**src/rtl/fetch_stage_pkg.sv**
```systemverilog
// ============================================================================
// fetch_stage_pkg : shared constants, types and helpers for the fetch stage
// Revision 1.0
// ============================================================================
`default_nettype none

package fetch_stage_pkg;

  localparam logic [31:0] RESET_PC_DEFAULT  = 32'h0000_0000;
  localparam logic [31:0] NOP_INSTR_DEFAULT = 32'h0000_0000;  // sll $0,$0,0

  localparam int OPC_MSB = 31;
  localparam int OPC_LSB = 26;

  localparam logic [5:0] OPC_J   = 6'b000010;
  localparam logic [5:0] OPC_BEQ = 6'b000100;
  localparam logic [5:0] OPC_BNE = 6'b000101;

  typedef enum logic [1:0] {
    PC_HOLD   = 2'd0,
    PC_SEQ    = 2'd1,
    PC_JUMP   = 2'd2,
    PC_BRANCH = 2'd3
  } pc_sel_e;

  // J-type target: region bits of the delay-slot PC plus the word index.
  function automatic logic [31:0] jump_target(input logic [31:0] pc_plus4,
                                              input logic [31:0] instr);
    return {pc_plus4[31:28], instr[25:0], 2'b00};
  endfunction

endpackage

`default_nettype wire

```
**src/rtl/fetch_stage_if_id_reg.sv**
```systemverilog
// ============================================================================
// fetch_stage_if_id_reg : IF/ID pipeline register with hold, flush and load
// Revision 1.0
// ============================================================================
`default_nettype none

module fetch_stage_if_id_reg #(
  parameter logic [31:0] NOP_INSTR = fetch_stage_pkg::NOP_INSTR_DEFAULT
) (
  input  logic        clk,
  input  logic        rst_n,
  input  logic        i_hold,
  input  logic        i_flush,
  input  logic [31:0] i_instr,
  input  logic [31:0] i_pc_plus4,
  output logic [31:0] o_instr,
  output logic [31:0] o_pc_plus4,
  output logic        o_valid
);

  logic [31:0] r_instr;
  logic [31:0] r_pc_plus4;
  logic        r_valid;

  // Hold outranks flush so a stalled ID instruction is never lost.
  always_ff @(posedge clk or negedge rst_n) begin
    if (!rst_n) begin
      r_instr    <= NOP_INSTR;
      r_pc_plus4 <= 32'd0;
      r_valid    <= 1'b0;
    end else if (!i_hold) begin
      if (i_flush) begin
        r_instr    <= NOP_INSTR;
        r_pc_plus4 <= 32'd0;
        r_valid    <= 1'b0;
      end else begin
        r_instr    <= i_instr;
        r_pc_plus4 <= i_pc_plus4;
        r_valid    <= 1'b1;
      end
    end
  end

  assign o_instr    = r_instr;
  assign o_pc_plus4 = r_pc_plus4;
  assign o_valid    = r_valid;

endmodule

`default_nettype wire

```
**src/rtl/fetch_stage.sv**
```systemverilog
// ============================================================================
// fetch_stage : PC register, next-PC selection and IF/ID register for MIPS
// Revision 1.0
// ============================================================================
`default_nettype none

module fetch_stage #(
  parameter logic [31:0] RESET_PC  = fetch_stage_pkg::RESET_PC_DEFAULT,
  parameter logic [31:0] NOP_INSTR = fetch_stage_pkg::NOP_INSTR_DEFAULT
) (
  input  logic        clk,
  input  logic        rst_n,
  input  logic        stall,
  input  logic        pc_src,
  input  logic        pc_jump,
  input  logic [31:0] branch_target,
  output logic [31:0] imem_addr,
  input  logic [31:0] imem_rdata,
  input  logic        imem_ready,
  output logic [31:0] if_id_instr,
  output logic [31:0] if_id_pc_plus4,
  output logic        if_id_valid,
  output logic [5:0]  opcode,
  output logic [5:0]  func,
  output logic [4:0]  rs,
  output logic [4:0]  rt,
  output logic [4:0]  rd,
  output logic [15:0] imm,
  output logic        redirect
);

  import fetch_stage_pkg::*;

  logic [31:0] r_pc;
  logic [31:0] w_pc_plus4;
  logic [31:0] w_jump_target;
  logic [31:0] w_pc_next;
  logic        w_rdir;
  logic        w_flush;
  pc_sel_e     w_pc_sel;

  assign w_pc_plus4    = r_pc + 32'd4;
  assign w_jump_target = jump_target(if_id_pc_plus4, if_id_instr);
  // A bubble in ID can never redirect, whatever the controller drives.
  assign w_rdir        = if_id_valid & ~stall & (pc_jump | pc_src);
  assign w_flush       = w_rdir | ~imem_ready;

  always_comb begin
    w_pc_sel = PC_HOLD;
    if (stall) begin
      w_pc_sel = PC_HOLD;
    end else if (w_rdir) begin
      w_pc_sel = pc_jump ? PC_JUMP : PC_BRANCH;
    end else if (imem_ready) begin
      w_pc_sel = PC_SEQ;
    end
  end

  always_comb begin
    w_pc_next = r_pc;
    case (w_pc_sel)
      PC_SEQ:    w_pc_next = w_pc_plus4;
      PC_JUMP:   w_pc_next = w_jump_target;
      PC_BRANCH: w_pc_next = branch_target;
      default:   w_pc_next = r_pc;
    endcase
  end

  always_ff @(posedge clk or negedge rst_n) begin
    if (!rst_n) begin
      r_pc <= RESET_PC;
    end else begin
      r_pc <= w_pc_next;
    end
  end

  fetch_stage_if_id_reg #(
    .NOP_INSTR (NOP_INSTR)
  ) u_if_id_reg (
    .clk        (clk),
    .rst_n      (rst_n),
    .i_hold     (stall),
    .i_flush    (w_flush),
    .i_instr    (imem_rdata),
    .i_pc_plus4 (w_pc_plus4),
    .o_instr    (if_id_instr),
    .o_pc_plus4 (if_id_pc_plus4),
    .o_valid    (if_id_valid)
  );

  assign imem_addr = r_pc;
  assign redirect  = w_rdir;
  assign opcode    = if_id_instr[OPC_MSB:OPC_LSB];
  assign rs        = if_id_instr[25:21];
  assign rt        = if_id_instr[20:16];
  assign rd        = if_id_instr[15:11];
  assign imm       = if_id_instr[15:0];
  assign func      = if_id_instr[5:0];

endmodule

`default_nettype wire

```
**config.mk**
```make
export PLATFORM = sky130hd
export DESIGN_NAME = fetch_stage
export DESIGN_NICKNAME = d
export VERILOG_FILES = /design/src/rtl/fetch_stage_pkg.sv /design/src/rtl/fetch_stage_if_id_reg.sv /design/src/rtl/fetch_stage.sv
export SDC_FILE = /design/constraint.sdc
export NUM_CORES = 1
export LEC_CHECK = 0
export BUFFER_PORTS_ARGS = -buffer_cell sky130_fd_sc_hd__buf_2
export CORE_UTILIZATION = 49
export CTS_CLUSTER_SIZE = 40
export DETAILED_ROUTE_END_ITERATION = 16
export HOLD_SLACK_MARGIN = 0.06
export MAX_ROUTING_LAYER = met4
export PLACE_DENSITY_LB_ADDON = 0.2
export SYNTH_ARGS = -nofsm -noshare
export SYNTH_HDL_FRONTEND = slang
export SYNTH_SLANG_ARGS = --single-unit
```
**constraint.sdc**
```tcl
create_clock -name clk -period 2.46 [get_ports clk]
set_input_delay 0.123 -clock clk [delete_from_list [all_inputs] [get_ports clk]]
set_output_delay 0.123 -clock clk [all_outputs]
set_load 0.005 [all_outputs]
```
* Word level (Yosys, flattened, before mapping)
Index checks and enable logic that the tools add are counted.
** Operators by class
- Add/sub/neg operators :: 1
- Multiply operators :: 0
- Div/mod/pow operators :: 0
- $lt $le $gt $ge :: 0
- Equality and inequality tests :: 3
- Shift-type cells :: 0
- Multiplexer cells :: 8
- Bitwise logic cells :: 6
- Reductions and logical operators :: 1
** Operator list (count)
- $pmux 32 s3 :: 1
- $mux 32 :: 2
- $add 32x3->32 const B :: 1
- $eq 2x2->1 const B :: 2
- $mux 2 :: 2
- $mux 1 :: 3
- $reduce_bool 3->1 :: 1
- $and 1x1->1 :: 2
- $eq 2x1->1 const B :: 1
- $not 1->1 :: 2
- $or 1x1->1 :: 2
** Storage, ports and cells
- Bits in registers :: 97
- Bits in latches :: 0
- Bits in writable memories :: 0
- Bits in read-only memories :: 0
- Input bits :: 70
- Output and inout port bits :: 141
- Logic and storage cells :: 23
- Memories kept :: 0

* Depth between registers and ports, before layout
- Word-level depth :: 7
- Depth in mapped cells :: 7
- Mapped depth without buffers :: 6

* Hierarchy
A second synthesis with hierarchy kept.
** Unflattened totals
- Cell total of the unflattened synthesis :: 641
- Area total of the unflattened synthesis :: 5750.5 sq um
** By module, submodules not included
- fetch_stage :: times used 1, cells an instance 363, area each 3041.7 sq um, seq. area each 800.8 sq um
- fetch_stage_if_id_reg :: times used 1, cells an instance 278, area each 2708.8 sq um, seq. area each 1626.6 sq um

* Worst setup path after synthesis
No wires, ideal clock.
- Kind :: register -> register
- From :: register r_pc[2], in the netlist imem_addr[2]
- To :: register r_pc[26], in the netlist imem_addr[26]
- Library setup time :: 0.126 ns
- Arrival :: 1.773 ns
- Required time :: 2.334 ns
- Path slack :: 0.561 ns
- Stages on the path, launching flop included :: 7
- Path buffers :: 0
- Period minus slack after synthesis :: 1.899 ns
- Path through :: dfrtp_1 -> ha_1 -> nand3_1 -> nor2_2 -> nand3_1 -> xnor2_1 -> a221o_1
** On the way
- Cells in the longest elaborated chain, start to end :: 2
** RTL lines
- start: declaration :: line fetch_stage.sv:34 : logic [31:0] r_pc;
- start signal: assignment :: line fetch_stage.sv:73 : r_pc <= w_pc_next;
- $add 32x3->32 :: line fetch_stage.sv:42 : assign w_pc_plus4 = r_pc + 32'd4;
- $pmux 32 s3 :: line fetch_stage.sv:61 : case (w_pc_sel)
No other way between the ends.
A chain may end at the register's enable or synchronous reset.

* Worst setup path after layout
- From :: register r_pc[2], in the netlist imem_addr[2]
- To :: register r_pc[18], in the netlist imem_addr[18]
Same word-level chain as after synthesis.

==> flow_summary.yaml <==
run_status:
  status: "completed"
grt:
  grt_overflow: 0
  antenna_found_initial: 0
  grt_pass1_vias: 4308
  grt_use_total_pct: 28.0
  grt_pass1_wl_mm: 23.0
  grt_max_degree: 53
clock_network:
  cts-root-buf: "clkbuf_8"
  cts_made_buffers: 9
  cts_max_level: 3
  clk_latency_ns: 0.37
  cts_tree: "built"
  cts_max_path_buffers: 2
  path_clk_slew_ns: 0.09
  cts.sinks: 97
detailed_routing:
  firstDrtPassIters: 5
  drtIter0Drc: 230
  avgViaCountPerCell: 5.36
  wl_per_cell_um: 17.2
  drt_wl_total_mm: 14.2
  antenna_left: 0
  drc: 0
  num_vias: 4425
setup_path:
  path_cells: "ha_1, nand3_1, or2_4, nor3_2, o21bai_1, a221o_1"
  path_class: "reg2reg"
  crit_required_ns: 2.71
  startpoint_type: "flop"
  cp_num_buf_inv: 0
  worstPathArrival_ns: 2.27
  slowest_stage: "dfrtp_1"
  cpPeakStageDelay_ns: 0.45
  cp-end-kind: "flop"
  worstPathMaxFanout: 7
  crit_family: "simple AND/OR/NAND/NOR gates"
pwr:
  combPwrFrac_pct: 26.1
  powerDensity_mw_per_mm2: 654
  swShare_pct: 33.7
  p_int_mw: 2.82
  p_clk_share_pct: 22.8
  switching_power_mw: 1.43
  peakVddDrop_uv: 298
  seqPwrFrac_pct: 51.1
  leakage_nw: 3.35
sta:
  relSlewSlack_pct: 54.6
  worstMarginPinSlew_ns: 0.682
  fin_ws_ns: 0.443
  fmax_mhz: 496
  period_minus_slack_ns: 2.02
  slew_viol_final: 0
  timing.final.crit_share_pct: 82.0
  tns_ns: 0
  finClkSkew_ns: 0.00978
  rsz0062_at_grt: "false"
  hold_viol: 0
  setup_violations: 0
floorplan:
  initial_core_util_pct: 51.2
  die_w_um: 104
  core_mm2: 0.00986
  die_h_um: 104
  io_pins: 211
  die_area_mm2: 0.0107
  rows: 36
placement:
  hpwl_mm: 9.83
  port_buffers: 210
  dpl_worst_slack_ns: 0.448
  place.gp.congestion: 0.877
cells_and_area:
  final_common_cell: "buf_2"
  nets: 758
  antenna_cells: 0
  syn2layout_area_growth_pct: 28.7
  drive_above_1_share_pct: 37.7
  layout_common_cells: "209 x buf_2, 97 x dfrtp_1, 48 x nand2_1"
  fin_util_pct: 66.0
logic_synthesis:
  syn_area_mm2: 0.00505
  ys_seq_area_share_pct: 48.0
  synth_area_per_cell_um2: 10.3
  synthCells: 491
  ys_types: 50
  synth_nets: 562
  yosysWarnings: 0
  ys_ff_latch: 97
hold_path:
  hold_class: "in2reg"
job:
  drv_cap: 0
## worst paths after layout
check	to	startpoint	cells past startpoint	slack, ns
worst max-delay path	imem_addr[18]$_DFFE_PN0P_	imem_addr[2]$_DFFE_PN0P_	6	0.44
worst min-delay path	imem_addr[29]$_DFFE_PN0P_	branch_target[29]	3	0.09
max in group asynchronous	u_if_id_reg.o_instr[20]$_DFFE_PN0N_	rst_n	3	1.44
worst min register to register	u_if_id_reg.o_pc_plus4[17]$_DFFE_PN0N_	u_if_id_reg.o_pc_plus4[17]$_DFFE_PN0N_	2	0.48
min in group asynchronous	u_if_id_reg.o_instr[18]$_DFFE_PN0N_	rst_n	2	0.33
worst max register to register	imem_addr[18]$_DFFE_PN0P_	imem_addr[2]$_DFFE_PN0P_	6	0.44
## logic make-up after synthesis
group | count (synthesis) | synth area share (%)
buffers and inverters | 79 | 9.43
AND/OR/NAND/NOR | 130 | 13.8
AO/OA/AOI/OAI | 128 | 18.0
multiplexers | 24 | 4.78
flip-flops | 97 | 48.0
adder cells (fa/ha/maj) | 1 | 0.247
XOR/XNOR | 32 | 5.69
## per-stage QoR
stage                     instance area, um2  instances  hold WS, ns  power [mW]
final                                   6510        825       0.0852        4.26
after global routing                    6510        825       0.0820        4.51
after floorplan                         5050        491       -0.173        2.76
after CTS                               6510        825       0.0730        4.29
after detailed placement                5980        774        0.211        3.27
after global placement                  5980        774        0.198        3.24
## power by group through the flow
stage / Sequential, mW / Clock [mW] / Combinational, mW
after floorplan: 2.15 / 0 / 0.610
after global placement: 2.17 / 0 / 1.07
after detailed placement: 2.19 / 0 / 1.07
after CTS: 2.17 / 1.00 / 1.12
after global routing: 2.22 / 1.07 / 1.22
final: 2.17 / 0.972 / 1.11
## timing repair
| action | CTS | global route |
|---|---|---|
| hold buffers | 35 | 0 |
| resized for setup | 0 | 0 |
| hold endpoints to repair | 85 | 0 |
| buffers inserted | 0 | 0 |
## registers in the layout (all words and copies together), names as in the netlist
| name | count |
|---|---|
| imem_addr | 32 |
| u_if_id_reg.o_instr | 32 |
| u_if_id_reg.o_pc_plus4 | 32 |
| u_if_id_reg.o_valid | 1 |
## tightest hold or removal path: stages
cell and delay [ns]:
buf_2 0.08, mux2i_1 0.06, o211ai_1 0.15
## area by class of cell
type	count	area (um2)
clock buffer	10	138
clock inverter	6	42.5
fill	840	3360
inverter	4	15.0
multi-input combinational	315	2160
sequential	97	2430
tap	133	166
timing repair buffer	260	1550
## layer usage
| metal | track usage [%] | routed length, um | share of wire (%) |
|---|---|---|---|
| met1 | 37.2 | 6100 | 43 |
| met2 | 44.2 | 7050 | 50 |
| met3 | 5.22 | 927 | 6.5 |
| met4 | 7.04 | 142 | 1.0 |
| met5 | - | 0 | 0 |
## cells in the mapped netlist (all sizes together)
cell,n,area share [%]
a211oi,6,0.89
a21o,1,0.15
a21oi,16,1.6
a221o,7,1.4
a22o,39,6.8
a2bb2oi,2,0.35
a31oi,2,0.25
and2,1,0.12
and3,5,0.62
and4,3,0.52
buf,54,7.6
clkbuf,21,1.6
dfrtp,97,48
ha,1,0.25
inv,4,0.30
mux2,1,0.22
mux2i,23,4.6
nand2,48,3.6
nand2b,3,0.37
nand3,13,1.3
nand3b,2,0.30
nand4,9,1.6
nor2,24,1.9
nor2b,7,0.87
nor3,8,1.2
nor4,4,1.0
o211ai,1,0.15
o21a,1,0.15
o21ai,37,3.7
o21bai,4,0.59
o221ai,6,1.0
o22a,3,0.52
o2bb2ai,1,0.17
o32a,2,0.40
or2,2,0.30
or3,1,0.12
xnor2,20,3.6
xor2,12,2.1
Note: power is estimated with default switching activity, not from simulation.
